`config.mk`:
```
export PLATFORM = sky130hd
export DESIGN_NAME = bin2bcd_seq_flat
export DESIGN_NICKNAME = d
export VERILOG_FILES = /design/src/rtl/bin2bcd_seq_pkg.sv /design/src/rtl/bin2bcd_seq_if.sv /design/src/rtl/bin2bcd_seq_dabble_step.sv /design/src/rtl/bin2bcd_seq.sv /design/src/flat_wrapper.sv
export SDC_FILE = /design/constraint.sdc
export NUM_CORES = 1
export LEC_CHECK = 0
export ABC_AREA = 1
export BUFFER_PORTS_ARGS = -buffer_cell sky130_fd_sc_hd__buf_2
export CAP_MARGIN = 10
export CELL_PAD_IN_SITES_DETAIL_PLACEMENT = 1
export CELL_PAD_IN_SITES_GLOBAL_PLACEMENT = 1
export CORE_MARGIN = 2
export CORE_UTILIZATION = 47
export CTS_BUF_LIST = sky130_fd_sc_hd__clkbuf_8
export DETAILED_ROUTE_END_ITERATION = 6
export GPL_TIMING_DRIVEN = 0
export PLACE_DENSITY_LB_ADDON = 0.1
export SLEW_MARGIN = 15
export SYNTH_ARGS = -nofsm -noshare
export SYNTH_HDL_FRONTEND = slang
export SYNTH_SLANG_ARGS = --single-unit
export TNS_END_PERCENT = 20
```
`constraint.sdc`:
```
create_clock -name clk -period 3.52 [get_ports clk]
set_clock_uncertainty 0.05 [all_clocks]
set_input_delay 0.704 -clock clk [delete_from_list [all_inputs] [get_ports clk]]
set_output_delay 0.704 -clock clk [all_outputs]
set_load 0.03 [all_outputs]
```
`src/rtl/bin2bcd_seq_pkg.sv`:
```
// Shared types and helpers for the sequential binary-to-BCD converter.
package bin2bcd_pkg;

    typedef enum logic [1:0] {
        ST_IDLE  = 2'd0,
        ST_SHIFT = 2'd1,
        ST_DONE  = 2'd2
    } state_t;

    // ceil(width * log10(2)); fixed-point log10(2) is exact enough for any practical width
    function automatic int bcd_digits_needed(input int width);
        return (width * 30103 + 99999) / 100000;
    endfunction

endpackage

```
`src/rtl/bin2bcd_seq_if.sv`:
```
// Valid/ready handshake bundle between a binary producer and a BCD consumer.
interface bin2bcd_seq_if #(
    parameter int WIDTH  = 8,
    parameter int DIGITS = 3
);
    logic                  in_valid;
    logic                  in_ready;
    logic [WIDTH-1:0]      in_data;
    logic                  out_valid;
    logic                  out_ready;
    logic [4*DIGITS-1:0]   bcd;
    logic                  neg;
    logic                  overflow;

    modport master (
        output in_valid, in_data, out_ready,
        input  in_ready, out_valid, bcd, neg, overflow
    );

    modport slave (
        input  in_valid, in_data, out_ready,
        output in_ready, out_valid, bcd, neg, overflow
    );
endinterface

```
`src/rtl/bin2bcd_seq_dabble_step.sv`:
```
// One double-dabble iteration: add 3 to every digit >= 5, then shift one bit in.
module bcd_dabble_step #(
    parameter int DIGITS = 3
) (
    input  logic [4*DIGITS-1:0] digits_i,
    input  logic                shift_i,
    output logic [4*DIGITS-1:0] digits_o,
    output logic                shift_o
);
    logic [4*DIGITS-1:0] adj;

    always_comb begin
        adj = '0;
        for (int i = 0; i < DIGITS; i++) begin
            if (digits_i[4*i +: 4] >= 4'd5)
                adj[4*i +: 4] = digits_i[4*i +: 4] + 4'd3;
            else
                adj[4*i +: 4] = digits_i[4*i +: 4];
        end
        {shift_o, digits_o} = {adj, shift_i};
    end
endmodule

```
`src/rtl/bin2bcd_seq.sv`:
```
// Multi-cycle binary-to-BCD converter, one input bit per clock, valid/ready on both sides.
module bin2bcd_seq
    import bin2bcd_pkg::*;
#(
    parameter int WIDTH  = 8,
    parameter int DIGITS = bcd_digits_needed(WIDTH),
    parameter bit SIGNED = 1'b0
) (
    input  logic          clk,
    input  logic          reset,
    bin2bcd_seq_if.slave  bus
);
    localparam int CNT_W = $clog2(WIDTH + 1);
    localparam int BCD_W = 4 * DIGITS;
    localparam logic [CNT_W-1:0] LAST_CNT = CNT_W'(WIDTH - 1);

    state_t             state_q, state_d;
    logic [CNT_W-1:0]   cnt_q, cnt_d;
    logic               in_ready_q, in_ready_d;
    logic               out_valid_q, out_valid_d;
    logic [BCD_W-1:0]   bcd_q, bcd_d;
    logic               neg_q, neg_d;
    logic               ovf_q, ovf_d;

    logic [BCD_W-1:0]   digits_q, digits_d;
    logic [WIDTH-1:0]   mag_q, mag_d;
    logic               ovf_acc_q, ovf_acc_d;
    logic               neg_acc_q, neg_acc_d;

    logic [BCD_W-1:0]   step_digits;
    logic               step_out;
    logic [WIDTH-1:0]   mag_in;
    logic               neg_in;

    bcd_dabble_step #(.DIGITS(DIGITS)) u_step (
        .digits_i (digits_q),
        .shift_i  (mag_q[WIDTH-1]),
        .digits_o (step_digits),
        .shift_o  (step_out)
    );

    // Negation stays WIDTH bits unsigned, so the most negative input maps to 2^(WIDTH-1).
    always_comb begin
        mag_in = bus.in_data;
        if (SIGNED && bus.in_data[WIDTH-1])
            mag_in = (~bus.in_data) + {{(WIDTH-1){1'b0}}, 1'b1};
        neg_in = SIGNED && bus.in_data[WIDTH-1] && (mag_in != '0);
    end

    always_comb begin
        state_d   = state_q;
        cnt_d     = cnt_q;
        digits_d  = digits_q;
        mag_d     = mag_q;
        ovf_acc_d = ovf_acc_q;
        neg_acc_d = neg_acc_q;
        bcd_d     = bcd_q;
        neg_d     = neg_q;
        ovf_d     = ovf_q;
        case (state_q)
            ST_IDLE: begin
                if (bus.in_valid) begin
                    state_d   = ST_SHIFT;
                    cnt_d     = '0;
                    digits_d  = '0;
                    mag_d     = mag_in;
                    ovf_acc_d = 1'b0;
                    neg_acc_d = neg_in;
                end
            end
            ST_SHIFT: begin
                cnt_d     = cnt_q + 1'b1;
                digits_d  = step_digits;
                mag_d     = {mag_q[WIDTH-2:0], 1'b0};
                ovf_acc_d = ovf_acc_q | step_out;
                // Results capture the final step directly so DONE starts right after the last shift.
                if (cnt_q == LAST_CNT) begin
                    state_d = ST_DONE;
                    bcd_d   = step_digits;
                    neg_d   = neg_acc_q;
                    ovf_d   = ovf_acc_q | step_out;
                end
            end
            ST_DONE: begin
                if (bus.out_ready)
                    state_d = ST_IDLE;
            end
            default: state_d = ST_IDLE;
        endcase
        in_ready_d  = (state_d == ST_IDLE);
        out_valid_d = (state_d == ST_DONE);
    end

    always_ff @(posedge clk) begin
        if (reset) begin
            state_q     <= ST_IDLE;
            cnt_q       <= '0;
            in_ready_q  <= 1'b1;
            out_valid_q <= 1'b0;
            bcd_q       <= '0;
            neg_q       <= 1'b0;
            ovf_q       <= 1'b0;
        end else begin
            state_q     <= state_d;
            cnt_q       <= cnt_d;
            in_ready_q  <= in_ready_d;
            out_valid_q <= out_valid_d;
            bcd_q       <= bcd_d;
            neg_q       <= neg_d;
            ovf_q       <= ovf_d;
        end
    end

    always_ff @(posedge clk) begin
        digits_q  <= digits_d;
        mag_q     <= mag_d;
        ovf_acc_q <= ovf_acc_d;
        neg_acc_q <= neg_acc_d;
    end

    assign bus.in_ready  = in_ready_q;
    assign bus.out_valid = out_valid_q;
    assign bus.bcd       = bcd_q;
    assign bus.neg       = neg_q;
    assign bus.overflow  = ovf_q;
endmodule

```
`src/flat_wrapper.sv`:
```
// flat-port wrapper written by rule: the top's interface ports become plain ports
module bin2bcd_seq_flat import bin2bcd_pkg::*;
#(
    parameter int WIDTH  = 8,
    parameter int DIGITS = bcd_digits_needed(WIDTH),
    parameter bit SIGNED = 1'b0
)
  (clk, reset, bus_in_valid, bus_in_data, bus_out_ready, bus_in_ready, bus_out_valid, bus_bcd, bus_neg, bus_overflow);
  bin2bcd_seq_if #(.WIDTH(WIDTH), .DIGITS(DIGITS)) bus_i ();
  input  logic clk;
  input  logic reset;
  input wire logic [$bits(bus_i.in_valid)-1:0] bus_in_valid;
  input wire logic [$bits(bus_i.in_data)-1:0] bus_in_data;
  input wire logic [$bits(bus_i.out_ready)-1:0] bus_out_ready;
  output wire logic [$bits(bus_i.in_ready)-1:0] bus_in_ready;
  output wire logic [$bits(bus_i.out_valid)-1:0] bus_out_valid;
  output wire logic [$bits(bus_i.bcd)-1:0] bus_bcd;
  output wire logic [$bits(bus_i.neg)-1:0] bus_neg;
  output wire logic [$bits(bus_i.overflow)-1:0] bus_overflow;
  assign bus_i.in_valid = bus_in_valid;
  assign bus_i.in_data = bus_in_data;
  assign bus_i.out_ready = bus_out_ready;
  assign bus_in_ready = bus_i.in_ready;
  assign bus_out_valid = bus_i.out_valid;
  assign bus_bcd = bus_i.bcd;
  assign bus_neg = bus_i.neg;
  assign bus_overflow = bus_i.overflow;
  bin2bcd_seq #(.WIDTH(WIDTH), .DIGITS(DIGITS), .SIGNED(SIGNED)) u_core (.clk(clk), .reset(reset), .bus(bus_i));
endmodule
```
==> flow_summary.yaml, run 1 <==
status:
  outcome: "finished, final reports clean"
synth:
  syn_avg_cell_area_um2: 8.40
  ys_seq_elements: 42
  yosysTopAreaCell: "edfxtp_1"
  synthDistinctLibCells: 23
  async_reset_ff_frac: 0
  ys_top_cells_by_count: "nand2_1 (74), inv_1 (23), dfxtp_1 (21), edfxtp_1 (21), a21oi_1 (20)"
  synth_area_leaders: "edfxtp_1 (32%), dfxtp_1 (21%), nand2_1 (14%)"
  yosysSeqAreaShare: 0.537
  netlist_instances: 233
  synth_edf_count: 21
  netlist_area_um2: 1960
  synth_ff_type: "edfxtp_1"
  yosysMostFrequentCell: "nand2_1"
  synth_nets: 252
  yosys_warnings: 0
  synth_top_area_share: 0.322
grt:
  grt_first_pass_wirelength_um: 7660
  gr-total-overflow: 0
  antenna_found_initial: 0
  busiest_layer: "met2"
  grt_util_met1: 0.247
  grt_max_degree: 24
  grt.total_usage: 0.227
  met2_usage: 0.427
  grt_pass1_vias: 1665
  use_met3: 0.0503
timing:
  min_period_ns: 2.00
  setup_violations: 0
  setup_tns_ns: 0
  finalMaxSlewViolations: 0
  fin_ws_ns: 1.52
  max_freq_ghz: 0.499
  tightest_slew_ns: 0.881
  max-slew-margin-rel: 0.412
  hold_ws_ns: 0.420
  period_share: 0.569
  rsz0062_at_grt: "false"
  hold_violations: 0
finish:
  utilization: 0.573
  multi_input_area_um2: 781
  n_fill_cell: 502
  seq_area_um2: 1050
  diodes: 0
  stdcell_count: 317
  finish.instance_area_um2: 2290
  syn_to_final_growth_pct: 17.1
  drive_gt1_frac: 0.157
  finalNetCount: 285
pwr:
  p_sw_mw: 0.294
  p_clk_frac: 0.395
  total_leakage_power_nw: 1.05
  combPwrFrac: 0.128
  peakVddDrop_v: 0.000329
  fin_total_pwr_mw: 1.19
  intPower_mw: 0.900
  power_density_nw_per_um2: 521
  swShare: 0.246
  seq_power_share: 0.478
floorplan:
  ios: 28
  die_height_um: 68.5
  start_util: 0.490
  die_w_um: 68.5
  coreArea_um2: 4000
  rows: 23
  die_area_um2: 4700
clock_network:
  cts_setup_buffers: 0
  cts_buffers: 5
  cts_max_path_buffers: 2
  cts_tree: "yes"
  path_clk_slew_ns: 0.08
  cts.sinks: 42
  clock_latency_ns: 0.29
  cts_hold_buffers: 0
  root_buffer: "clkbuf_8"
  cts-resized-gates: 0
  htreeDepth: 2
setup_path:
  cp-end-kind: "register"
  rr_worst_depth: 5
  startpoint_type: "primary input"
  critPathSlowestCell: "inv_1"
  path_buf_inv: 2
  critical_path_depth: 6
  crit_family: "buffers and inverters"
  setup.worst_path.class: "in -> reg"
  worst_ep_required_time_ns: 3.69
  worst-path-max-fanout: 23
  worst-endpoint-arrival_ns: 2.17
  critical_path.cell_chain: "buf_2 -> o21ai_0 -> inv_1 -> nand2_1 -> nor2_1 -> a21oi_1"
  cp_slowest_stage_delay_ns: 0.55
  reg2reg_setup_slack_ns: 1.63
placed_design:
  dp_hpwl_um: 3170
  gp_congestion: 0.856
  dpl_cell_area_um2: 2150
  pre_cts_slack_ns: 1.17
  dp_cells: 309
  io_buffers: 26
route:
  via_per_inst: 5.13
  vias: 1627
  dr.pass1.iters: 4
  drcViolationCount: 0
  wl_um: 4710
  drt_iter0_drc: 62
  wl_per_cell_um: 14.9
  antenna_left: 0
min_path:
  whs_path_depth: 2
  min_path_type: "reg -> reg"
flow_run:
  drv_cap: 0
power by group through the flow:
stage / Clock [mW] / Combinational (mW) / Sequential [mW]
finish: 0.472 / 0.152 / 0.570
global route: 0.495 / 0.174 / 0.575
CTS: 0.481 / 0.154 / 0.570
detailed placement: 0 / 0.149 / 0.581
global placement: 0 / 0.142 / 0.579
floorplan: 0 / 0.107 / 0.577
cells in the final DEF (no fill, tap or decap), drive strengths merged:
cell type,n
nand2,76
buf,30
inv,23
dfxtp,21
edfxtp,21
a21oi,20
nand3,19
nor2,17
clkbuf,9
o21ai,7
ha,7
nand4,6
o21bai,2
and2,2
bufinv,2
nor3,2
o31ai,1
or2,1
conb,1
state kept, by name, summed over array words and instances, names as in the netlist:
name and count:
u_core.mag_q 8, u_core.cnt_q 4, u_core.bus.out_valid 1, u_core.digits_q 12, u_core.bus.overflow 1, u_core.state_q 2, u_core.bus.bcd 12, u_core.bus.in_ready 1
u_core.ovf_acc_q 1
cells by family (layout without fill, tap and decap cells):
logic type / count (synthesis) / after routing / share of synthesized area
and+or+nand+nor: 123 / 123 / 0.272
DFF: 42 / 42 / 0.537
AOI/OAI and AO/OA: 30 / 30 / 0.0805
buffers and inverters: 30 / 64 / 0.0645
adders and majority gates: 7 / 7 / 0.0447
other: 1 / 1 / 0.00192
worst paths after layout:
path                     start                   to
max reg2reg  u_core.state_q[0]  u_core.bus.in_ready
min          u_core.bus.bcd[9]    u_core.bus.bcd[9]
min reg2reg  u_core.bus.bcd[9]    u_core.bus.bcd[9]
max               bus_in_valid  u_core.bus.in_ready
metal layers:
metal  part of all wire  routed length, um
met1               0.42               1990
met2               0.53               2490
met3              0.028                130
met4              0.019                 91
met5                  0                  0
tightest hold or removal path, stage by stage, from the launching register on:
cell     delay (ns)
dfxtp_1        0.32
nand2_1        0.06
a21oi_1        0.05
final cells by class:
cell class / count / share of cell area
inverters: 23 / 0.0376
plain buffers: 7 / 0.0175
well taps: 50 / 0.0273
flip-flops and latches: 42 / 0.458
repair buffers: 26 / 0.0567
clock inverters: 2 / 0.0262
clock buffers: 6 / 0.0360
multi-input cells: 161 / 0.340
Power figures use the tool's default switching activity.
==> run 2: changes to the inputs <==
Settings changed: CORE_UTILIZATION 47 to 44.
Clock period 3.52 ns to 1.99 ns, I/O delays scaled along.
==> run 2 against run 1 <==
Power is 50% higher. Sequential power is 77% higher. Non-clock buffer count is 2 higher. Hold slack worse by 0.10 ns. Global-route usage is 3.8 points lower. Core utilization is 5.1 points lower. Critical path depth is 4 lower. Sequential share of layout area is 0.69 points higher. Worst setup slack worse by 1.3 ns.
==> flow_summary.yaml, run 2 (synthesis gave the netlist of run 1 again) <==
status:
  outcome: "finished, final reports clean"
route:
  antenna_left: 0
  dr.pass1.iters: 4
  wl_per_cell_um: 13.7
  drt_iter0_drc: 80
  via_per_inst: 5.14
  vias: 1654
  wl_um: 4400
  drcViolationCount: 0
finish:
  n_fill_cell: 564
  final_common_cell: "nand2_1"
  drive_gt1_frac: 0.159
  multi_input_area_um2: 781
  final_cell_mix: "nand2_1 (74), buf_2 (28), inv_1 (25), dfxtp_1 (21), edfxtp_1 (21)"
  finalNetCount: 288
  syn_to_final_growth_pct: 15.4
  diodes: 0
  seq_area_um2: 1050
clock_network:
  clock_latency_ns: 0.30
  htreeDepth: 2
  cts_tree: "yes"
  cts_buffers: 5
  root_buffer: "clkbuf_8"
  cts_hold_buffers: 0
  cts_max_path_buffers: 2
  cts.sinks: 42
  path_clk_slew_ns: 0.08
placed_design:
  gp_congestion: 0.839
  io_buffers: 26
  dp_hpwl_um: 3110
floorplan:
  die_w_um: 70.7
  coreArea_um2: 4320
  start_util: 0.453
  rows: 24
  die_height_um: 70.7
  ios: 28
  die_area_um2: 5000
grt:
  grt_first_pass_wirelength_um: 7420
  gr-total-overflow: 0
  antenna_found_initial: 0
  grt_max_degree: 24
  grt.total_usage: 0.189
  grt_pass1_vias: 1625
min_path:
  worst_hold_startpoint: "bus_in_data[5]"
  min_path_type: "in -> reg"
setup_path:
  r2r_start: "u_core.state_q[0]"
  worst-path-max-fanout: 11
  worst_ep_required_time_ns: 1.91
  startpoint_type: "register"
  worst-endpoint-arrival_ns: 1.66
  startpoint: "u_core.state_q[0]"
  setup.worst_path.class: "reg -> reg"
  cp-end-kind: "register"
timing:
  tightest_slew_ns: 0.635
  max-slew-margin-rel: 0.574
  hold_violations: 0
  max_freq_ghz: 0.573
  min_period_ns: 1.75
  finalMaxSlewViolations: 0
  hold_ws_ns: 0.316
  setup_violations: 0
  period_share: 0.877
  setup_tns_ns: 0
  rsz0062_at_grt: "false"
pwr:
  power_density_nw_per_um2: 794
  total_leakage_power_nw: 1.04
  peakVddDrop_v: 0.000374
  fin_total_pwr_mw: 1.79
flow_run:
  drv_cap: 0
==> run 2: metrics by stage <==
step | setup slack, ns | instance area (um2) | utilization | std cells
after global routing | 0.125 | 2260 | 0.523 | 322
after detailed placement | 0.0699 | 2150 | 0.498 | 311
after floorplan | 0.502 | 1960 | - | 233
final | 0.244 | 2260 | 0.523 | 322
after global placement | -0.00306 | 2150 | 0.498 | 311
after CTS | 0.0996 | 2230 | 0.516 | 319
==> run 2: path summary, 6_finish.rpt <==
kind | endpoint | slack, ns | cells past startpoint
worst max register to register | u_core.digits_q[7] | 0.24 | 2
worst min register to register | u_core.bus.bcd[2] | 0.41 | 2
worst min-delay path | u_core.mag_q[5] | 0.32 | 3
worst max-delay path | u_core.digits_q[7] | 0.24 | 2
==> run 2: metal layers <==
layer	GRT usage	share of wire
met1	0.231	0.44
met2	0.320	0.49
met5	0	0
met3	0.0655	0.051
met4	0.0524	0.013
==> run 2: report_power, final <==
group	total, mW	leakage, nW	switching [mW]	internal, mW
Combinational	0.268	0.594	0.182	0.0867
Sequential	1.01	0.392	0.0339	0.974
Clock	0.518	0.0519	0.284	0.234
==> run 2: area by class of cell <==
type	count	share of cell area
inverters	23	0.0399
clock inverters	3	0.00498
flip-flops and latches	42	0.465
clock buffers	5	0.0305
multi-input cells	161	0.346
plain buffers	7	0.0177
repair buffers	28	0.0642
well taps	52	0.0288
repair inverters	1	0.00332
==> run 2: worst max-delay path, stage by stage, from the launching register on <==
cell and delay (ns):
dfxtp_1 0.36, o21ai_1 0.54, clkinvlp_4 0.47
==> run 2: timing repair <==
action,4_1_cts,5_1_grt
hold endpoints to repair,0,0
endpoints found under the setup margin,0,2
gates resized for setup,0,3
setup buffers,0,2
==> run 3: changes to the inputs <==
Settings changed: CAP_MARGIN 10 to unset, CORE_UTILIZATION 44 to 42, CTS_BUF_LIST sky130_fd_sc_hd__clkbuf_8 to sky130_fd_sc_hd__clkbuf_16.
==> run 3 against run 2 <==
Clock-buffer cell count did not move. Combinational power barely moved. Wire length rose by 1.6%. Clock power rose by 74%. Non-clock buffer count fell by 2. Critical path depth rose by 6. Sequential cell count did not move. First-iteration DRC count fell by 39%. Global-route usage barely moved. Critical endpoint is now u_core.digits_q[6]. Largest cell class unchanged. Largest power group unchanged.
==> flow_summary.yaml, run 3 (synthesis gave the netlist of run 1 again) <==
timing:
  finalMaxSlewViolations: 0
  min_period_ns: 1.62
  period_share: 0.812
  max_freq_ghz: 0.619
  setup_tns_ns: 0
  max-slew-margin-rel: 0.651
  tightest_slew_ns: 0.524
  hold_violations: 0
  rsz0062_at_grt: "false"
  setup_violations: 0
setup_path:
  worst-path-max-fanout: 4
  r2r-end: "u_core.digits_q[6]"
  cp-end-kind: "register"
  path_common_cell: "nand2_1"
  worst-endpoint-arrival_ns: 1.58
  reg2reg_setup_slack_ns: 0.37
  r2r_start: "u_core.digits_q[4]"
  startpoint_type: "register"
  setup.worst_path.class: "reg -> reg"
  worst_ep_required_time_ns: 1.95
  cp_slowest_stage_delay_ns: 0.42
  rr_worst_depth: 8
  crit_family: "simple AND/OR/NAND/NOR gates"
  critical_path.cell_chain: "inv_1 -> ha_1 -> inv_1 -> nand2_1 -> nand3_1 -> nand2_1 -> nand2_1 -> nor2_1"
  path_buf_inv: 2
  critPathSlowestCell: "edfxtp_1"
pwr:
  total_leakage_power_nw: 1.06
  peakVddDrop_v: 0.000558
  power_density_nw_per_um2: 934
route:
  wl_um: 4470
  dr.pass1.iters: 4
  wl_per_cell_um: 14.0
  drt_iter0_drc: 49
  via_per_inst: 5.14
  antenna_left: 0
  drcViolationCount: 0
  vias: 1645
clock_network:
  path_clk_slew_ns: 0.06
  cts_buffers: 5
  clock_latency_ns: 0.28
  cts.sinks: 42
  root_buffer: "clkbuf_16"
  cts_tree: "yes"
  cts_max_path_buffers: 2
  cts_hold_buffers: 0
  cts_setup_buffers: 0
  htreeDepth: 2
placed_design:
  io_buffers: 26
  gp_congestion: 0.831
  dpl_cell_area_um2: 2150
  dp_hpwl_um: 3120
finish:
  final_common_cell: "nand2_1"
  drive_gt1_frac: 0.160
  finalNetCount: 286
  finish.instance_area_um2: 2330
  utilization: 0.528
  syn_to_final_growth_pct: 19.0
  final_cell_mix: "nand2_1 (74), buf_2 (28), inv_1 (24), dfxtp_1 (21), edfxtp_1 (21)"
  diodes: 0
grt:
  grt.total_usage: 0.190
  antenna_found_initial: 0
  grt_pass1_vias: 1667
  grt_max_degree: 24
  grt_first_pass_wirelength_um: 7630
  gr-total-overflow: 0
floorplan:
  coreArea_um2: 4410
  ios: 28
  die_height_um: 72.3
  die_area_um2: 5220
  die_w_um: 72.3
  start_util: 0.444
  rows: 24
flow_run:
  drv_cap: 0
min_path:
  min_path_type: "in -> reg"
  whs_path_depth: 2
  min_to: "u_core.cnt_q[1]"
  worst_hold_startpoint: "reset"
status:
  outcome: "finished, final reports clean"
-- run 3: worst max-delay path by stage --
stage,startpoint,end,cells after the start
floorplan,u_core.state_q[0],u_core.bus.in_ready,5
global placement,bus_in_valid,u_core.bus.in_ready,6
detailed placement,bus_in_valid,u_core.bus.in_ready,6
CTS,u_core.state_q[0],u_core.bus.in_ready,5
global route,u_core.digits_q[4],u_core.digits_q[5],8
finish,u_core.digits_q[4],u_core.digits_q[6],8
-- run 3: metal layers --
metal,up-vias,routed length (um),GRT usage
li1,827,-,-
met1,781,1960,0.229
met2,28,2250,0.327
met3,9,175,0.0528
met4,0,78,0.0587
met5,-,0,0
-- run 3: worst reg2reg max path: stages, from the launching register on --
cell	delay (ns)
edfxtp_1	0.42
inv_1	0.11
ha_1	0.21
inv_1	0.07
nand2_1	0.10
nand3_1	0.17
nand2_1	0.10
nand2_1	0.07
nor2_1	0.04
-- run 3: power breakdown --
| part | leakage [nW] | internal (mW) | switching [mW] |
|---|---|---|---|
| Combinational | 0.586 | 0.0840 | 0.184 |
| Clock | 0.0864 | 0.583 | 0.317 |
| Sequential | 0.392 | 0.975 | 0.0343 |
-- run 3: cell type report --
cell class,count,area (um2)
buffer,7,40.0
clock buffer,5,125
clock inverter,3,37.5
fill,547,2080
inverter,23,90.1
multi-input combinational,161,785
sequential,42,1050
tap,52,65.1
timing repair buffer,26,130
timing repair inverter,1,7.51
-- run 3: repair_timing --
action | 4_1_cts | 5_1_grt
endpoints found under the setup margin | 0 | 1
hold endpoints to repair | 0 | 0
gates resized for setup | 0 | 4
-- run 3: stage by stage --
stage	setup WS, ns	power (mW)	cells	hold WS, ns
global route	0.222	2.28	320	0.336
floorplan	0.502	1.21	233	0.397
detailed placement	0.0270	1.29	311	0.404
CTS	0.115	2.19	319	0.327
finish	0.375	2.18	320	0.325
global placement	0.0356	1.28	311	0.400
